## config.mk

```make
export PLATFORM = sky130hd
export DESIGN_NAME = timer_display_ctrl
export DESIGN_NICKNAME = d
export VERILOG_FILES = /design/src/rtl/timer_pkg.sv /design/src/rtl/tick_gen.sv /design/src/rtl/timer_display_ctrl.sv
export SDC_FILE = /design/constraint.sdc
export NUM_CORES = 1
export LEC_CHECK = 0
export CORE_MARGIN = 5
export CORE_UTILIZATION = 35
export DETAILED_ROUTE_END_ITERATION = 10
export GPL_TIMING_DRIVEN = 0
export HOLD_SLACK_MARGIN = 0.06
export PLACE_DENSITY = 0.56
export SYNTH_ARGS = -nofsm -noshare
export SYNTH_HDL_FRONTEND = slang
export SYNTH_SLANG_ARGS = --single-unit
```

## constraint.sdc

```tcl
create_clock -name clk_100MHz -period 7 [get_ports clk_100MHz]
set_input_delay 1.4 -clock clk_100MHz [delete_from_list [all_inputs] [get_ports clk_100MHz]]
set_output_delay 1.4 -clock clk_100MHz [all_outputs]
set_load 0.01 [all_outputs]
```

## src/rtl/timer_pkg.sv

```systemverilog
// ----------------------------------------------------------------------------
// timer_pkg
// Shared definitions for the countdown timer display controller:
//   - state_e      : FSM state codes as seen on actualState
//   - DIGIT_W      : width of one BCD digit
//   - BCD_MAX_UNIT : largest value of a units digit (and of the minute tens)
//   - BCD_MAX_TENS : largest value of the seconds tens digit
//   - bcd_clamp    : saturates a raw preset digit to a legal maximum
// ----------------------------------------------------------------------------
package timer_pkg;

    localparam int DIGIT_W = 4;

    localparam logic [DIGIT_W-1:0] BCD_MAX_UNIT = 4'd9;
    localparam logic [DIGIT_W-1:0] BCD_MAX_TENS = 4'd5;

    typedef enum logic [2:0] {
        IDLE  = 3'd0,
        RUN   = 3'd1,
        PAUSE = 3'd2,
        DONE  = 3'd3
    } state_e;

    // Saturate a preset digit so the display never holds a non-BCD value.
    function automatic logic [DIGIT_W-1:0] bcd_clamp(
        input logic [DIGIT_W-1:0] i_digit,
        input logic [DIGIT_W-1:0] i_max
    );
        return (i_digit > i_max) ? i_max : i_digit;
    endfunction

endpackage

```

## src/rtl/tick_gen.sv

```systemverilog
// ----------------------------------------------------------------------------
// tick_gen
// Prescaler that turns the system clock into one-cycle countdown ticks.
// Counts 0..DIV-1 while enabled, flags o_tick in the cycle it sits at DIV-1,
// then wraps to 0. Holds its value while disabled.
// Ports:
//   i_clk   : system clock
//   i_reset : synchronous active-high reset
//   i_en    : count enable
//   i_clr   : synchronous zero (wins over i_en)
//   o_tick  : high while enabled and the count is DIV-1
// ----------------------------------------------------------------------------
module tick_gen #(
    parameter int DIV = 10
) (
    input  logic i_clk,
    input  logic i_reset,
    input  logic i_en,
    input  logic i_clr,
    output logic o_tick
);

    localparam int              CNT_W    = (DIV > 2) ? $clog2(DIV) : 1;
    localparam logic [CNT_W-1:0] CNT_LAST = CNT_W'(DIV - 1);

    logic [CNT_W-1:0] r_cnt;
    logic             w_at_last;

    assign w_at_last = (r_cnt == CNT_LAST);
    assign o_tick    = i_en && w_at_last;

    // Prescaler counter: zero on reset/clear, wrap at DIV-1, hold when idle.
    always_ff @(posedge i_clk) begin
        if (i_reset) begin
            r_cnt <= {CNT_W{1'b0}};
        end else if (i_clr) begin
            r_cnt <= {CNT_W{1'b0}};
        end else if (i_en) begin
            r_cnt <= w_at_last ? {CNT_W{1'b0}} : (r_cnt + CNT_W'(1));
        end else begin
            r_cnt <= r_cnt;
        end
    end

endmodule

```

## src/rtl/timer_display_ctrl.sv

```systemverilog
// ----------------------------------------------------------------------------
// timer_display_ctrl
// MM:SS BCD countdown timer with start/pause/clear/load commands, feeding a
// VGA painter with registered digits and state.
// Optional feature: define TIMER_AUTO_RELOAD_EN to reload the preset and keep
// running when the count reaches 00:00 (default build stops in DONE).
// Ports:
//   clk_100MHz          : system clock
//   reset               : synchronous active-high reset
//   start/pause/clear/load : one-cycle command pulses (clear > load > start/pause)
//   set_mDecimal..set_sUnit : preset digits, clamped and sampled on load
//   mDecimal..sUnit     : registered BCD display digits
//   actualState         : registered FSM state code
//   finish              : one-cycle pulse together with the 00:00 transition
// ----------------------------------------------------------------------------
module timer_display_ctrl
    import timer_pkg::*;
#(
    parameter int CLK_HZ  = 100000000,
    parameter int TICK_HZ = 1
) (
    input  logic               clk_100MHz,
    input  logic               reset,
    input  logic               start,
    input  logic               pause,
    input  logic               clear,
    input  logic               load,
    input  logic [DIGIT_W-1:0] set_mDecimal,
    input  logic [DIGIT_W-1:0] set_mUnit,
    input  logic [DIGIT_W-1:0] set_sDecimal,
    input  logic [DIGIT_W-1:0] set_sUnit,
    output logic [DIGIT_W-1:0] mDecimal,
    output logic [DIGIT_W-1:0] mUnit,
    output logic [DIGIT_W-1:0] sDecimal,
    output logic [DIGIT_W-1:0] sUnit,
    output logic [2:0]         actualState,
    output logic               finish
);

    localparam int DIV = CLK_HZ / TICK_HZ;

    state_e             r_state, w_nstate;
    logic [DIGIT_W-1:0] r_md, r_mu, r_sd, r_su;
    logic [DIGIT_W-1:0] r_pmd, r_pmu, r_psd, r_psu;
    logic [DIGIT_W-1:0] w_md, w_mu, w_sd, w_su;
    logic [DIGIT_W-1:0] w_pmd, w_pmu, w_psd, w_psu;
    logic               r_finish, w_finish;

    logic               w_tick, w_pre_en, w_pre_clr, w_disp_nz;
    logic               w_b0, w_b1, w_b2, w_dec_zero;
    logic [DIGIT_W-1:0] w_dec_md, w_dec_mu, w_dec_sd, w_dec_su;

    // Counting only advances in RUN when nothing is about to leave RUN.
    // IDLE/DONE keep the prescaler at zero so every fresh start sees a full period.
    assign w_pre_en  = (r_state == RUN) && !clear && !pause;
    assign w_pre_clr = clear || ((r_state != RUN) && (r_state != PAUSE));

    tick_gen #(
        .DIV (DIV)
    ) u_tick_gen (
        .i_clk   (clk_100MHz),
        .i_reset (reset),
        .i_en    (w_pre_en),
        .i_clr   (w_pre_clr),
        .o_tick  (w_tick)
    );

    // Borrow chain: each digit wraps only when every lower digit wraps.
    assign w_b0     = (r_su == 4'd0);
    assign w_b1     = w_b0 && (r_sd == 4'd0);
    assign w_b2     = w_b1 && (r_mu == 4'd0);
    assign w_dec_su = w_b0 ? BCD_MAX_UNIT : (r_su - 4'd1);
    assign w_dec_sd = w_b0 ? ((r_sd == 4'd0) ? BCD_MAX_TENS : (r_sd - 4'd1)) : r_sd;
    assign w_dec_mu = w_b1 ? ((r_mu == 4'd0) ? BCD_MAX_UNIT : (r_mu - 4'd1)) : r_mu;
    assign w_dec_md = w_b2 ? (r_md - 4'd1) : r_md;
    assign w_dec_zero = ({w_dec_md, w_dec_mu, w_dec_sd, w_dec_su} == 16'h0000);
    assign w_disp_nz  = ({r_md, r_mu, r_sd, r_su} != 16'h0000);

`ifdef TIMER_AUTO_RELOAD_EN
    logic w_preset_nz;
    assign w_preset_nz = ({r_pmd, r_pmu, r_psd, r_psu} != 16'h0000);
`endif

    // Next-state, next-digit and finish decode with command priority.
    always_comb begin
        w_nstate = r_state;
        w_md     = r_md;
        w_mu     = r_mu;
        w_sd     = r_sd;
        w_su     = r_su;
        w_pmd    = r_pmd;
        w_pmu    = r_pmu;
        w_psd    = r_psd;
        w_psu    = r_psu;
        w_finish = 1'b0;
        if (clear) begin
            w_nstate = IDLE;
            w_md  = 4'd0;  w_mu  = 4'd0;  w_sd  = 4'd0;  w_su  = 4'd0;
            w_pmd = 4'd0;  w_pmu = 4'd0;  w_psd = 4'd0;  w_psu = 4'd0;
        end else if (load && (r_state != RUN)) begin
            w_nstate = IDLE;
            w_pmd = bcd_clamp(set_mDecimal, BCD_MAX_UNIT);
            w_pmu = bcd_clamp(set_mUnit,    BCD_MAX_UNIT);
            w_psd = bcd_clamp(set_sDecimal, BCD_MAX_TENS);
            w_psu = bcd_clamp(set_sUnit,    BCD_MAX_UNIT);
            w_md  = w_pmd;
            w_mu  = w_pmu;
            w_sd  = w_psd;
            w_su  = w_psu;
        end else begin
            case (r_state)
                IDLE, PAUSE: begin
                    if (start && w_disp_nz) begin
                        w_nstate = RUN;
                    end else begin
                        w_nstate = r_state;
                    end
                end
                RUN: begin
                    if (pause) begin
                        w_nstate = PAUSE;
                    end else if (w_tick) begin
                        w_md = w_dec_md;
                        w_mu = w_dec_mu;
                        w_sd = w_dec_sd;
                        w_su = w_dec_su;
                        if (w_dec_zero) begin
                            w_finish = 1'b1;
`ifdef TIMER_AUTO_RELOAD_EN
                            if (w_preset_nz) begin
                                w_nstate = RUN;
                                w_md = r_pmd;
                                w_mu = r_pmu;
                                w_sd = r_psd;
                                w_su = r_psu;
                            end else begin
                                w_nstate = DONE;
                            end
`else
                            w_nstate = DONE;
`endif
                        end else begin
                            w_nstate = RUN;
                        end
                    end else begin
                        w_nstate = RUN;
                    end
                end
                DONE: begin
                    w_nstate = DONE;
                end
                default: begin
                    w_nstate = IDLE;
                end
            endcase
        end
    end

    // State, digit, preset and finish registers.
    always_ff @(posedge clk_100MHz) begin
        if (reset) begin
            r_state  <= IDLE;
            r_md     <= 4'd0;  r_mu  <= 4'd0;  r_sd  <= 4'd0;  r_su  <= 4'd0;
            r_pmd    <= 4'd0;  r_pmu <= 4'd0;  r_psd <= 4'd0;  r_psu <= 4'd0;
            r_finish <= 1'b0;
        end else begin
            r_state  <= w_nstate;
            r_md     <= w_md;   r_mu  <= w_mu;   r_sd  <= w_sd;   r_su  <= w_su;
            r_pmd    <= w_pmd;  r_pmu <= w_pmu;  r_psd <= w_psd;  r_psu <= w_psu;
            r_finish <= w_finish;
        end
    end

    assign mDecimal    = r_md;
    assign mUnit       = r_mu;
    assign sDecimal    = r_sd;
    assign sUnit       = r_su;
    assign actualState = r_state;
    assign finish      = r_finish;

endmodule

```

== Yosys cells after proc, flatten, opt, wreduce, memory -nomap -nowiden ==
Index checks and enable logic that the tools add are counted.

* Register bits: 47
* Input port bits: 22
* Output and inout bits: 20
* Logic and storage cells: 84

* Add/subtract/negate cells: 5
* $lt $le $gt $ge: 4
* Eq/ne operators: 8
* Multiplexer cells: 33
* Bitwise logic cells: 2
* Reduce and logical (&&, ||, !) cells: 25

{| class="wikitable"
|+ Operators by type and width
! kind !! number
|-
| 4-bit two-way mux || 26
|-
| 27-bit by 1-bit adder with 27-bit output, second input constant || 1
|-
| 27-bit == test, second input constant || 1
|-
| 27-bit two-way mux || 1
|-
| 16-bit zero test || 1
|-
| 16-bit nonzero test || 1
|-
| 4-bit by 1-bit subtractor with 4-bit output, second input constant || 4
|-
| 4-bit > comparator, second input constant || 3
|-
| 4-bit zero test || 3
|-
| 3-bit two-way mux || 3
|-
| 3-bit case mux with 3 select lines || 1
|-
| 1-bit logical AND || 8
|-
| 3-bit by 2-bit == test with 1-bit output, second input constant || 2
|-
| 2-bit OR reduction || 3
|-
| 6-bit OR reduction || 1
|-
| 4-bit by 3-bit > comparator with 1-bit output, second input constant || 1
|-
| 2-bit nonzero test || 2
|-
| 3-bit by 1-bit == test with 1-bit output, second input constant || 1
|-
| 3-bit zero test || 1
|-
| 3-bit by 1-bit inequality test with 1-bit output, second input constant || 1
|-
| 3-bit by 2-bit inequality test with 1-bit output, second input constant || 1
|-
| 3-bit AND reduction || 1
|-
| 3-bit OR reduction || 1
|-
| 1-bit zero test || 2
|-
| 6 further kinds || 7
|}

== Logic depth before layout (Yosys ltp) ==
* Depth in word-level cells: 9
* Gate-level depth with buffers: 9
* Mapped depth without buffers: 8

== By module ==
From an unflattened synthesis, not the netlist that was laid out.

* Cell total of the unflattened synthesis: 309
* Area, all modules: 2580.0 um2

{| class="wikitable"
|+ By module, submodules not included
! module !! instances !! cells each !! area each (um2) !! seq. area each (um2)
|-
| tick_gen || 1 || 156 || 1347.5 || 540.5
|-
| timer_display_ctrl || 1 || 153 || 1232.4 || 380.4
|}

== Worst setup path before layout ==
OpenSTA, ideal clock, no wires.

* Kind: input to register
* Start point: input clear
* End point: register r_sd[1] (netlist: sDecimal[1])
* Library setup time: 0.130 ns
* Data arrival time: 3.009 ns
* Required time: 6.870 ns
* Path slack: 3.861 ns
* Stages on the path: 7
* Path buffers: 1
* Cell sequence: and4bb_2 > nand4_4 > or4_1 > buf_2 > nor3b_2 > mux2i_1 > o22ai_1

* Longest elaborated chain between the ends: 6
* Elaborated cells between the ends (all ways): 7
* Those cells by class: 7 x reduce/logical

{| class="wikitable"
|+ RTL lines
! what !! RTL line !! RTL
|-
| start, declared || timer_display_ctrl.sv:26 || <nowiki>input logic clear,</nowiki>
|-
| 1-bit zero test || timer_display_ctrl.sv:55 || <nowiki>assign w_pre_en = (r_state == RUN) && !clear && !pause;</nowiki>
|-
| 1-bit logical AND (2 in series) || timer_display_ctrl.sv:55 ||
|-
| 1-bit logical AND || tick_gen.sv:30 || <nowiki>assign o_tick = i_en && w_at_last;</nowiki>
|-
| 2-bit nonzero test (no source line) || n/a ||
|-
| 3-bit AND reduction (no source line) || n/a ||
|-
| end signal, assigned || timer_display_ctrl.sv:168 || <nowiki>r_md <= w_md; r_mu <= w_mu; r_sd <= w_sd; r_su <= w_su;</nowiki>
|-
| end, declared || timer_display_ctrl.sv:43 || <nowiki>logic [DIGIT_W-1:0] r_md, r_mu, r_sd, r_su;</nowiki>
|}

Parallel ways exist; a longest one is shown, timed or not.
A chain may end at the register's enable or synchronous reset.

== Worst setup path after layout ==
* Start point: input clear
* End point: register u_tick_gen.r_cnt[12]

* Longest elaborated chain between the ends: 3
* Elaborated cells between the ends (all ways): 5
* Those cells by class: 5 x reduce/logical

{| class="wikitable"
|+ RTL lines
! what !! RTL line !! RTL
|-
| 1-bit zero test || timer_display_ctrl.sv:55 ||
|-
| 1-bit logical AND (2 in series) || timer_display_ctrl.sv:55 ||
|-
| end signal, assigned || tick_gen.sv:37 || <nowiki>r_cnt <= {CNT_W{1'b0}};</nowiki>
|-
| end signal, assigned || tick_gen.sv:39 || <nowiki>r_cnt <= w_at_last ? {CNT_W{1'b0}} : (r_cnt + CNT_W'(1));</nowiki>
|-
| end signal, assigned || tick_gen.sv:41 || <nowiki>r_cnt <= r_cnt;</nowiki>
|-
| end, declared || tick_gen.sv:26 || <nowiki>logic [CNT_W-1:0] r_cnt;</nowiki>
|}

Parallel ways exist; a longest one is shown, timed or not.

==> metrics.md <==
| Metric | Value |
|---|---|
| Seq/Total Area, Yosys | `38.0%` |
| Switching share of power | `24.0%` |
| Internal Power | `0.402 mW` |
| Worst EP required | `7.19 ns` |
| Die width | `93.2 µm` |
| Maxcap violations | `0` |
| Buffers and inverters on the worst path | `3` |
| Number of top-level pins | `42` |
| Tot GR Track Use | `13.6%` |
| Clock share of power | `37.1%` |
| Crit-path cells | `clkdlybuf4s50_1, and4bb_2, nand4_4, or4_1, buf_2, nand3_2, buf_2, nor2_1` |
| Leakage | `1.02 nW` |
| FP Rows | `30` |
| #FFs+latches synth | `46` |
| F_max | `283 MHz` |
| Diodes inserted | `0` |
| Die H | `93.2 µm` |
| Via Count | `2129` |
| Number of filler cells placed in the layout | `675` |
| Clk root buf | `clkbuf_8` |
| CTS resizes | `0` |
| Syn_area_per_cell | `8.36 µm²` |
| Worst Path Max Fanout | `10` |
| Yosys cell types | `46` |
| Final min period | `3.54 ns` |
| Peak VDD IR | `0.0795 mV` |
| Setup bufs post-CTS | `0` |
| Worst-Margin Slew | `0.713 ns` |
| # setup viols final | `0` |
| CP startpoint kind | `input port` |
| Routed Antenna Nets | `0` |
| CTS Buf Count | `5` |
| Worst Setup End Kind | `flop` |
| Crit path max-delay family | `simple AND/OR/NAND/NOR gates` |
| Layout area overhead | `25.1%` |
| Nets | `366` |
| DR WL/cell | `13.6 µm` |
| Hpwl dp | `4270 µm` |
| Tot Pwr | `0.529 mW` |
| Crit path top cell by count | `buf_2` |
| RSZ-0062 raised after global routing | `no` |
| Net Sw Power | `0.127 mW` |
| Clock skew | `0.00864 ns` |
| Antenna violations before repair | `0` |
| Final RePlAce weighted congestion | `0.814` |
| Hold-fix buffers, CTS | `0` |
| Via density | `5.09` |
| GR Overflow Total | `0` |
| Synth Warn # | `0` |
| Setup TNS | `0 ns` |
| Syn nets | `319` |
| Residual DRC count | `0` |
| Core area | `6760 µm²` |
| Number of flops mapped to enable cells by yosys | `0` |
| Worst-skew pair later-pin latency | `0.30 ns` |
| Die ar. | `8690 µm²` |
| H-tree levels | `2` |
| Status | `complete, no violations` |
| Syn Inst Count | `290` |
| Post-Synthesis Cell Area | `2420 µm²` |
| Initial Utilization | `35.9%` |
| Hold Vio Cnt, Final | `0` |
| TritonCTS clock tree | `done` |
| 1st-iter DRT viols | `86` |
| Critical path class | `input port to flop` |
| Port-buffer cells | `40` |
| Min-Delay Path Class | `flop to flop` |
| Largest net degree at the start of global routing | `15` |
| Synth Flop Type | `dfxtp_1` |
| Rel. slew slack | `52.3%` |
| CP max stage delay | `0.52 ns` |
| Part of the power in combinational logic | `11.6%` |
| Pins Over Slew Limit | `0` |
| Slowest cell on crit path | `or4_1` |
| Vias in the first global route | `2050` |
| Sink Count | `46` |
| First-pass DRT Iterations | `4` |
| Sequential Power Share | `51.3%` |
| Share of post-route cells with drive strength above 1 | `6.80%` |
| Post-synthesis async set-or-reset flop share | `0%` |
| P per Cell Area | `174 nW/µm²` |
| CTS Buffer Depth | `2` |
| Final WL | `5690 µm` |
| Global-route wire length before repair | `9450 µm` |
| Final period utilization | `50.5%` |
| Clk slew on worst S/H paths | `0.09 ns` |
| Arr. time, crit path | `3.73 ns` |
power groups by stage:
stage	logic [mW]	registers, mW	clock network (mW)
2_1_floorplan	0.0313	0.278	0
5_1_grt	0.0678	0.272	0.216
3_3_place_gp	0.0611	0.277	0
6_report	0.0614	0.271	0.196
4_1_cts	0.0618	0.271	0.204
3_5_place_dp	0.0615	0.277	0
cells by family (layout without fill, tap and decap cells):
family | count (synthesis) | count (layout) | share of synthesized area [%]
flip-flops | 46 | 46 | 38.0
adder cells (fa/ha/maj) | 7 | 7 | 3.61
buffers and inverters | 16 | 64 | 2.79
other | 1 | 1 | 0.155
AO/OA/AOI/OAI | 37 | 37 | 9.29
AND/OR/NAND/NOR | 144 | 144 | 31.8
multiplexers | 6 | 6 | 2.48
XOR/XNOR | 33 | 33 | 11.9
per-layer routing:
metal | track usage, % | wire (µm) | share of wire (%) | vias up
li1 | - | - | - | 1095
met1 | 16.0 | 2570 | 45 | 990
met2 | 24.1 | 2820 | 50 | 40
met3 | 3.30 | 257 | 4.5 | 4
met4 | 4.03 | 43 | 0.76 | 0
met5 | 0 | 0 | 0 | -
area by class of cell:
class | count | area (µm²) | area share (%)
flip-flops and latches | 46 | 921 | 30.4
repair buffers | 40 | 400 | 13.2
clock buffers | 5 | 68.8 | 2.27
well taps | 80 | 100 | 3.30
multi-input cells | 228 | 1440 | 47.3
inverters | 8 | 30.0 | 0.990
plain buffers | 8 | 37.5 | 1.24
clock inverters | 3 | 40.0 | 1.32
cells in the mapped netlist, drive strengths merged, types with 3 or more instances:
master,instances,area [µm²]
nor2,57,221
a31oi,3,18.8
o31ai,3,22.5
o21ai,14,70.1
nor2b,5,31.3
a21oi,8,40.0
and3,4,25.0
dfxtp,46,921
nor3,14,75.1
xnor2,15,131
inv,8,30.0
nand2,18,67.6
buf,4,22.5
mux2i,6,60.1
clkbuf,4,15.0
nand4,11,83.8
nor4,3,48.8
xor2,18,158
nor3b,4,40.0
nand3,15,80.1
ha,7,87.6
flip-flops by register name, indices dropped and copies added (netlist names):
register	flops
u_tick_gen.r_cnt	27
mDecimal	4
sUnit	4
sDecimal	4
mUnit	4
actualState	2
finish	1
worst reg2reg max path: stages, from the launching register on:
cell	delay [ns]
dfxtp_1	0.43
ha_1	0.23
and4bb_2	0.31
nand4_4	0.18
or4_1	0.53
buf_2	0.21
nand3_2	0.20
buf_2	0.27
nor2_1	0.08
final timing paths:
| path | startpoint | to | slack (ns) | cells after the start |
|---|---|---|---|---|
| hold reg to reg | sDecimal[3] | sDecimal[3] | 0.52 | 1 |
| setup / recovery | clear | u_tick_gen.r_cnt[12] | 3.46 | 8 |
| hold / removal | sDecimal[3] | sDecimal[3] | 0.52 | 1 |
| setup reg to reg | actualState[0] | u_tick_gen.r_cnt[12] | 4.46 | 8 |
placed cells by master (no fill, tap or decap), drive strengths merged, types with 4 or more instances in the layout:
cell / instances
a21oi: 8
and3: 4
buf: 4
clkbuf: 9
clkdlybuf4s50: 40
dfxtp: 46
ha: 7
inv: 8
mux2i: 6
nand2: 18
nand3: 15
nand4: 11
nor2: 57
nor2b: 5
nor3: 14
nor3b: 4
o21ai: 14
xnor2: 15
xor2: 18
stage by stage:
stage                     utilization [%]  instance area, µm²  hold WS (ns)  setup slack (ns)  std cells
final                                44.9                3030         0.516              3.46        418
after global routing                 44.9                3030         0.545              3.31        418
after CTS                            44.9                3030         0.522              3.46        418
after detailed placement             43.3                2930         0.508              3.13        410
after global placement               43.3                2930         0.494              3.13        410
after floorplan                         -                2420         0.472              3.86        290
No activity file was read; power rests on OpenSTA's default activity.
